`src/rtl/uart_rx_ctrl.sv`:
```
// uart_rx_ctrl: receive-side sequencer for the image UART link.
// Synchronizes the raw line, gates the external baud generator via baud_en,
// samples start/data/stop bits on the mid-bit baud_tick and hands each good
// byte to the framebuffer writer as a one-cycle data_valid strobe.
// Optional even-parity checking is compiled in with `define UART_RX_PARITY_EN.
//
// state  | meaning
// -------+-----------------------------------------------------------------
// IDLE   | line idle, waiting for a low level on rx_s
// START  | generator running, confirm start bit at first tick
// DATA   | shift in DATA_BITS samples, LSB first
// PARITY | sample the even-parity bit (UART_RX_PARITY_EN only)
// STOP   | sample stop bit, deliver byte or flag framing error
// BREAK  | bad stop seen, wait for line to return high before re-arming
module uart_rx_ctrl #(
  parameter int DATA_BITS   = 8,
  parameter int SYNC_STAGES = 2
) (
  input  logic                 clk,
  input  logic                 rstn,
  input  logic                 rx,
  input  logic                 baud_tick,
  output logic                 baud_en,
  output logic [DATA_BITS-1:0] data,
  output logic                 data_valid,
  output logic                 frame_err,
`ifdef UART_RX_PARITY_EN
  output logic                 parity_err,
`endif
  output logic                 busy
);

  localparam int CNT_W = $clog2(DATA_BITS + 1);
  localparam logic [CNT_W-1:0] LAST_BIT = CNT_W'(DATA_BITS - 1);

  typedef enum logic [2:0] {
    IDLE   = 3'd0,
    START  = 3'd1,
    DATA   = 3'd2,
    STOP   = 3'd3,
    BREAK  = 3'd4
`ifdef UART_RX_PARITY_EN
    ,
    PARITY = 3'd5
`endif
  } state_t;

  state_t                 state_q, state_d;
  logic [SYNC_STAGES-1:0] sync_q;
  logic                   rx_s;
  logic [CNT_W-1:0]       bit_cnt_q, bit_cnt_d;
  logic [DATA_BITS-1:0]   shreg_q, shreg_d;
  logic [DATA_BITS-1:0]   data_q, data_d;
  logic                   valid_q, valid_d;
  logic                   ferr_q, ferr_d;
`ifdef UART_RX_PARITY_EN
  logic                   par_bad_q, par_bad_d;
  logic                   perr_q, perr_d;
`endif

  // Input synchronizer; resets to the idle-high line level so no false start.
  always_ff @(posedge clk or negedge rstn) begin
    if (!rstn) begin
      sync_q <= '1;
    end else begin
      sync_q <= {sync_q[SYNC_STAGES-2:0], rx};
    end
  end

  assign rx_s = sync_q[SYNC_STAGES-1];

  // State, datapath and strobe registers.
  always_ff @(posedge clk or negedge rstn) begin
    if (!rstn) begin
      state_q   <= IDLE;
      bit_cnt_q <= '0;
      shreg_q   <= '0;
      data_q    <= '0;
      valid_q   <= 1'b0;
      ferr_q    <= 1'b0;
`ifdef UART_RX_PARITY_EN
      par_bad_q <= 1'b0;
      perr_q    <= 1'b0;
`endif
    end else begin
      state_q   <= state_d;
      bit_cnt_q <= bit_cnt_d;
      shreg_q   <= shreg_d;
      data_q    <= data_d;
      valid_q   <= valid_d;
      ferr_q    <= ferr_d;
`ifdef UART_RX_PARITY_EN
      par_bad_q <= par_bad_d;
      perr_q    <= perr_d;
`endif
    end
  end

  // Next-state and datapath updates; strobes default low so they last one cycle.
  always_comb begin
    state_d   = state_q;
    bit_cnt_d = bit_cnt_q;
    shreg_d   = shreg_q;
    data_d    = data_q;
    valid_d   = 1'b0;
    ferr_d    = 1'b0;
`ifdef UART_RX_PARITY_EN
    par_bad_d = par_bad_q;
    perr_d    = 1'b0;
`endif

    case (state_q)
      IDLE: begin
        if (!rx_s) begin
          state_d = START;
        end
      end

      START: begin
        if (baud_tick) begin
          if (!rx_s) begin
            state_d   = DATA;
            bit_cnt_d = '0;
`ifdef UART_RX_PARITY_EN
            par_bad_d = 1'b0;
`endif
          end else begin
            // glitch shorter than half a bit: silently re-arm
            state_d = IDLE;
          end
        end
      end

      DATA: begin
        if (baud_tick) begin
          shreg_d   = {rx_s, shreg_q[DATA_BITS-1:1]};
          bit_cnt_d = bit_cnt_q + CNT_W'(1);
          if (bit_cnt_q == LAST_BIT) begin
`ifdef UART_RX_PARITY_EN
            state_d = PARITY;
`else
            state_d = STOP;
`endif
          end
        end
      end

`ifdef UART_RX_PARITY_EN
      PARITY: begin
        if (baud_tick) begin
          // even parity: data bits plus parity bit must XOR to zero
          par_bad_d = rx_s ^ (^shreg_q);
          state_d   = STOP;
        end
      end
`endif

      STOP: begin
        if (baud_tick) begin
          if (rx_s) begin
            state_d = IDLE;
`ifdef UART_RX_PARITY_EN
            if (par_bad_q) begin
              perr_d = 1'b1;
            end else begin
              data_d  = shreg_q;
              valid_d = 1'b1;
            end
`else
            data_d  = shreg_q;
            valid_d = 1'b1;
`endif
          end else begin
            state_d = BREAK;
            ferr_d  = 1'b1;
`ifdef UART_RX_PARITY_EN
            perr_d  = par_bad_q;
`endif
          end
        end
      end

      BREAK: begin
        if (rx_s) begin
          state_d = IDLE;
        end
      end

      default: begin
        state_d = IDLE;
      end
    endcase
  end

  // Generator runs only while a frame is being sampled.
  always_comb begin
    baud_en = (state_q == START) || (state_q == DATA) || (state_q == STOP)
`ifdef UART_RX_PARITY_EN
              || (state_q == PARITY)
`endif
              ;
    busy    = (state_q != IDLE);
  end

  assign data       = data_q;
  assign data_valid = valid_q;
  assign frame_err  = ferr_q;
`ifdef UART_RX_PARITY_EN
  assign parity_err = perr_q;
`endif

endmodule

```
`config.mk`:
```
export PLATFORM = sky130hd
export DESIGN_NAME = uart_rx_ctrl
export DESIGN_NICKNAME = d
export VERILOG_FILES = /design/src/rtl/uart_rx_ctrl.sv
export SDC_FILE = /design/constraint.sdc
export NUM_CORES = 1
export LEC_CHECK = 0
export ABC_AREA = 1
export BUFFER_PORTS_ARGS = -buffer_cell sky130_fd_sc_hd__buf_4
export CAP_MARGIN = 20
export CORE_MARGIN = 2
export CORE_UTILIZATION = 55
export CTS_CLUSTER_SIZE = 28
export DETAILED_ROUTE_END_ITERATION = 10
export GPL_ROUTABILITY_DRIVEN = 0
export PLACE_DENSITY = 0.76
export SETUP_SLACK_MARGIN = 0.15
export SYNTH_ARGS = -nofsm -noshare
export SYNTH_HDL_FRONTEND = slang
export SYNTH_SLANG_ARGS = --single-unit
```
`constraint.sdc`:
```
create_clock -name clk -period 3 [get_ports clk]
set_input_delay 0.6 -clock clk [delete_from_list [all_inputs] [get_ports clk]]
set_output_delay 0.6 -clock clk [all_outputs]
set_load 0.02 [all_outputs]
```
==> results of run 1 <==
layout make-up:
type | instances | area, µm²
inverters | 17 | 63.8
fillers | 196 | 792
repair buffers | 15 | 113
multi-input cells | 90 | 483
flip-flops and latches | 27 | 678
well taps | 28 | 35.0
clock buffers | 4 | 26.3
placed cells by master, fill, tap and decap left out:
master | Yosys | routed
nand2_1 | 44 | 44
dfrtp_1 | 25 | 25
inv_1 | 16 | 16
buf_4 | 0 | 15
o21ai_2 | 8 | 8
o21ai_0 | 8 | 8
nor2_1 | 7 | 7
nand3_1 | 6 | 6
nand2_2 | 4 | 4
nand3b_1 | 3 | 3
nand4_1 | 3 | 3
clkbuf_4 | 0 | 3
dfstp_2 | 2 | 2
inv_2 | 1 | 1
nor2_4 | 1 | 1
nand3_4 | 1 | 1
nor2_2 | 1 | 1
o32ai_1 | 1 | 1
xor2_1 | 1 | 1
nor2_8 | 1 | 1
ha_1 | 1 | 1
clkbuf_1 | 0 | 1
worst max-delay path: stages, from the launching register on:
cell	delay, ns
dfrtp_1	0.48
nor2_1	0.21
nand2_1	0.08
buf_4	0.16
per-layer routing:
layer,vias to the layer above,share of wire (%)
li1,467,-
met1,448,44
met2,19,52
met3,4,3.0
met4,0,1.5
met5,-,0
report_power, final:
group | internal, µW | switching [µW]
registers | 484 | 83.5
logic | 202 | 336
clock network | 52.0 | 101
total | 738 | 520
logic make-up (layout without fill, tap and decap cells):
kind of cell / after synthesis / count (layout) / synth area share (%)
simple gates: 71 / 71 / 27.2
flops: 27 / 27 / 53.7
buf+inv: 20 / 36 / 8.03
compound gates: 17 / 17 / 9.42
fa+ha+maj: 1 / 1 / 0.991
xor+xnor: 1 / 1 / 0.694
how the worst max path moves through the flow:
stage	start	to
detailed placement	state_q[0]$_DFFE_PN0P_	busy
floorplan	state_q[0]$_DFFE_PN0P_	busy
CTS	state_q[0]$_DFFE_PN0P_	busy
finish	state_q[0]$_DFFE_PN0P_	busy
global route	state_q[0]$_DFFE_PN0P_	baud_en
global placement	state_q[0]$_DFFE_PN0P_	busy
state kept, by name, indices dropped and copies added, names as in the netlist:
register    flops
sync_q          2
shreg_q         8
data_valid      1
frame_err       1
bit_cnt_q       4
data            8
state_q         3
per-stage QoR:
stage	power, µW	setup slack [ns]	utilization, %	cells
after floorplan	955	1.61	-	137
after global placement	1090	1.56	62.6	177
after detailed placement	1110	1.53	62.6	177
after CTS	1270	1.15	63.8	181
after global routing	1360	1.05	63.8	181
final	1260	1.16	63.8	181
==> out/metrics.yaml, run 1 <==
setup_path:
  cp-start-kind: "flip-flop"
  worst_setup_path_end_kind: "primary output"
  crit_fanout: 8
  cp.required_ns: 2.40
  arrival_ns: 1.24
  ff2ff_path_depth: 6
  reg2reg_from: "state_q[2]$_DFFE_PN0P_"
  crit_type: "reg -> out"
  worst-r2r-setup-slack_ns: 1.63
  timing.rr.end: "data[1]$_DFFE_PN0P_"
global_routing:
  grt.met3_usage_pct: 2.59
  grt_overflow: 0
  grt-busiest-layer: "met2"
  grt_pass1_vias: 931
  antenna_found_initial: 0
  grt_max_degree: 28
  use_met1_pct: 23.5
  grt_use_met2_pct: 35.4
  grt_usage_pct: 19.9
  grt_pass1_wl_um: 3910
power:
  p_per_area_mw_per_mm2: 899
  leakage_uw: 0.000726
  ir_worst_vdd_mv: 0.550
timing:
  setup_viol: 0
  fmax_mhz: 543
  min_period_ns: 1.84
  tns_ns: 0
  tightest_slew_ns: 0.335
  post-route-period-util_pct: 61.4
  drv_slew: 0
  whs_ns: 0.163
  rsz0062_at_grt: "no"
  hold_viol: 0
  relSlewSlack_pct: 77.6
  finClkSkew_ns: 0.00632
clock_tree:
  cts-buffers-inserted: 3
  cts_tree: "built"
  worstSkewPairLatency_ns: 0.32
  ctsResizeCount: 0
  hold_buffers: 0
  clock-root-buffer: "clkbuf_4"
  numClockSinks: 27
  htree_num_levels: 1
  cts_setup_buffers: 0
  clk_pin_slew_worst_paths_ns: 0.14
  cts.path.max_buffers: 2
logic_synthesis:
  ys_ff_latch: 27
  avgSynthCellArea_um2: 9.22
  synth_most_common_cell: "nand2_1"
  synth_warnings: 0
  ys.flop_type: "dfrtp_1"
  synth_area_leaders: "dfrtp_1 (50%), nand2_1 (13%), o21ai_2 (5.6%)"
  ys_seq_area_share_pct: 53.7
  syn-cell-area_mm2: 0.00126
  yosys-top-cells-count: "nand2_1 (44), dfrtp_1 (25), inv_1 (16), o21ai_0 (8), o21ai_2 (8)"
  synth-edff-count: 0
  syn_inst: 137
  async_flop_share_pct: 100
  synth_nets: 142
  ys_types: 21
  synth_top_area_share_pct: 49.6
  yosys.area.top_type: "dfrtp_1"
detailed_routing:
  viasPerCell: 5.18
  via_count: 938
  ant_nets: 0
  drtIter0Drc: 22
  routed_wl_um: 2210
  drc: 0
  wl_per_cell_um: 12.2
  dr.pass1.iters: 4
hold_path:
  hp-class: "in -> async"
final_layout:
  areaGrowthSynthToFinish_pct: 10.8
  antenna_cells: 0
  drive_gt1_share_pct: 24.2
  finish.instance_area_mm2: 0.00140
  finalNetCount: 159
die:
  die_h_um: 51.9
  die-area_mm2: 0.00269
  rows: 17
  fp.dieW_um: 51.9
  start_util_pct: 57.6
  ios: 16
  core_mm2: 0.00219
placed_design:
  placement.io_buffers: 15
  placed_area_mm2: 0.00137
  dp_hpwl_um: 1580
job:
  maxCapViolCount: 0
run_status:
  status: "finished, final reports clean"
(Power assumes the default switching activity.)
==> run 2: changes to the inputs <==
==> constraint.sdc (replaced) <==
create_clock -name clk -period 1.8 [get_ports clk]
set_input_delay 0.36 -clock clk [delete_from_list [all_inputs] [get_ports clk]]
set_output_delay 0.36 -clock clk [all_outputs]
set_load 0.02 [all_outputs]
==> run 2 against run 1 <==
Compared with the run above:
- sequential share of layout area is 0.43 points lower
- design area is 1.1% higher
- worst setup slack worse by 0.94 ns
- largest cell class unchanged
==> out/metrics.yaml, run 2 (same netlist as run 1, synthesis figures left out) <==
global_routing:
  grt_overflow: 0  # unchanged
  grt_pass1_vias: 881  # -5.4%
  grt_usage_pct: 19.4  # -0.50 points
  grt_max_degree: 28  # unchanged
  antenna_found_initial: 0  # unchanged
  grt_pass1_wl_um: 3770  # -3.5%
setup_path:
  critical_path.max_stage_delay_ns: 0.49  # about the same
  cp.required_ns: 1.44  # -0.96 ns
  crit_fanout: 8  # unchanged
  ff2ff_path_depth: 6  # unchanged
  reg2reg_from: "state_q[2]$_DFFE_PN0P_"
  cp-start-kind: "flip-flop"
  critPathBufInv: 1  # unchanged
  worst-r2r-setup-slack_ns: 0.46  # -1.17 ns
  timing.rr.end: "data[4]$_DFFE_PN0P_"
  cp_slowest_cell: "dfrtp_2"
  path_delay_family: "flip-flops"
  crit_cells: 3  # unchanged
  crit_end: "busy"
  arrival_ns: 1.22  # -0.02 ns
  crit_type: "reg -> out"
  worst_setup_path_end_kind: "primary output"
  crit_path_start: "state_q[0]$_DFFE_PN0P_"
  crit_chain: "nor2_2 > nand2_1 > buf_4"
power:
  seq_power_share_pct: 45.0  # about the same
  p_sw_uw: 887  # +71%
  swShare_pct: 41.8  # +0.49 points
  ir_worst_vdd_mv: 1.02  # +85%
  pwr-share-comb_pct: 42.3  # -0.4 points
  p_int_uw: 1230  # +67%
  leakage_uw: 0.000732  # +0.82%
  p_clk_share_pct: 12.7  # +0.5 points
  p_per_area_mw_per_mm2: 1500  # +67%
timing:
  drv_slew: 0  # unchanged
  finClkSkew_ns: 0.00586  # -0.000462 ns
  hold_viol: 0  # unchanged
  relSlewSlack_pct: 77.4  # -0.25 points
  setup_viol: 0  # unchanged
  rsz0062_at_grt: "no"
  min_period_ns: 1.58
  post-route-period-util_pct: 88.0
  fmax_mhz: 631
  tns_ns: 0  # unchanged
  tightest_slew_ns: 0.339  # +0.00382 ns
final_layout:
  stdcell_count: 182  # +0.55%
  antenna_cells: 0  # unchanged
  final_common_cell: "nand2_1"
  final_cell_mix: "nand2_1 (44), dfrtp_1 (24), inv_1 (16), buf_4 (15)"
  areaGrowthSynthToFinish_pct: 12.0
  finalNetCount: 160  # +0.63%
  finish.instance_area_mm2: 0.00141  # +1.1%
  fill_cells: 179  # -8.7%
  drive_gt1_share_pct: 26.0  # +1.8 points
die:
  rows: 17  # unchanged
  core_mm2: 0.00219  # unchanged
  fp.dieW_um: 51.9  # unchanged
  die_h_um: 51.9  # unchanged
  die-area_mm2: 0.00269  # unchanged
  ios: 16  # unchanged
  start_util_pct: 57.6  # unchanged
detailed_routing:
  via_count: 942  # +0.43%
  viasPerCell: 5.18  # -0.13%
  drtIter0Drc: 26  # +18%
  ant_nets: 0  # unchanged
  routed_wl_um: 2230  # +0.95%
  wl_per_cell_um: 12.3  # +0.40%
  drc: 0  # unchanged
  dr.pass1.iters: 4  # unchanged
clock_tree:
  numClockSinks: 27  # unchanged
  cts_tree: "built"
  clk_pin_slew_worst_paths_ns: 0.15  # about the same
  worstSkewPairLatency_ns: 0.33  # about the same
  clock-root-buffer: "clkbuf_4"
  cts-buffers-inserted: 3  # unchanged
  cts_setup_buffers: 0  # unchanged
  cts.path.max_buffers: 2  # unchanged
  htree_num_levels: 1  # unchanged
job:
  maxCapViolCount: 0  # unchanged
placed_design:
  placement.io_buffers: 15  # unchanged
  place_inst: 177  # unchanged
  dp_hpwl_um: 1600  # +1.1%
  placed_area_mm2: 0.00137  # unchanged
run_status:
  status: "finished, final reports clean"
hold_path:
  hp-class: "in -> reg"
-- run 2: metrics by stage --
| stage | util [%] | setup WS (ns) | total power [µW] | hold slack [ns] |
|---|---|---|---|---|
| 2_1_floorplan | - | 0.627 | 1590 | 0.0644 |
| 3_3_place_gp | 62.6 | 0.516 | 1820 | 0.283 |
| 3_5_place_dp | 62.6 | 0.474 | 1850 | 0.292 |
| 4_1_cts | 64.4 | 0.179 | 2120 | 0.112 |
| 5_1_grt | 64.5 | 0.165 | 2260 | 0.112 |
| 6_report | 64.5 | 0.216 | 2120 | 0.115 |
-- run 2: repair_timing --
item                                    4_1_cts  5_1_grt
resized for setup                             0        2
hold buffers                                  1        0
endpoints found under the setup margin        0        1
endpoints found under the hold margin        25        0
-- run 2: worst min path at each step --
stage / endpoint / slack (ns) / cells past startpoint / from
2_1_floorplan: bit_cnt_q[0]$_DFFE_PN0P_ / 0.06 / 0 / rstn
3_3_place_gp: state_q[1]$_DFFE_PN0P_ / 0.28 / 1 / rstn
3_5_place_dp: state_q[2]$_DFFE_PN0P_ / 0.29 / 1 / rstn
4_1_cts: sync_q[0]$_DFF_PN1_ / 0.11 / 1 / rx
5_1_grt: sync_q[0]$_DFF_PN1_ / 0.11 / 1 / rx
6_report: sync_q[0]$_DFF_PN1_ / 0.12 / 1 / rx
-- run 2: final cells by class --
class	instances	area [µm²]	area share (%)
tap	28	35.0	2.48
sequential	27	679	48.1
timing repair buffer	16	123	8.67
multi-input combinational	90	485	34.3
clock buffer	3	22.5	1.59
clock inverter	1	5.00	0.354
inverter	17	63.8	4.51
-- run 2: power by group through the flow --
stage / clock, µW / combinational (µW) / sequential, µW
2_1_floorplan: 0 / 573 / 1020
3_3_place_gp: 0 / 868 / 950
3_5_place_dp: 0 / 894 / 959
4_1_cts: 270 / 899 / 948
5_1_grt: 283 / 1000 / 978
6_report: 269 / 896 / 954
-- run 2: per-layer routing --
metal / up-vias / part of all wire (%) / track usage, %
met5: - / 0 / 0
met4: 0 / 1.7 / 7.89
met3: 4 / 4.4 / 3.45
met2: 26 / 51 / 35.0
met1: 446 / 43 / 22.4
li1: 466 / - / -
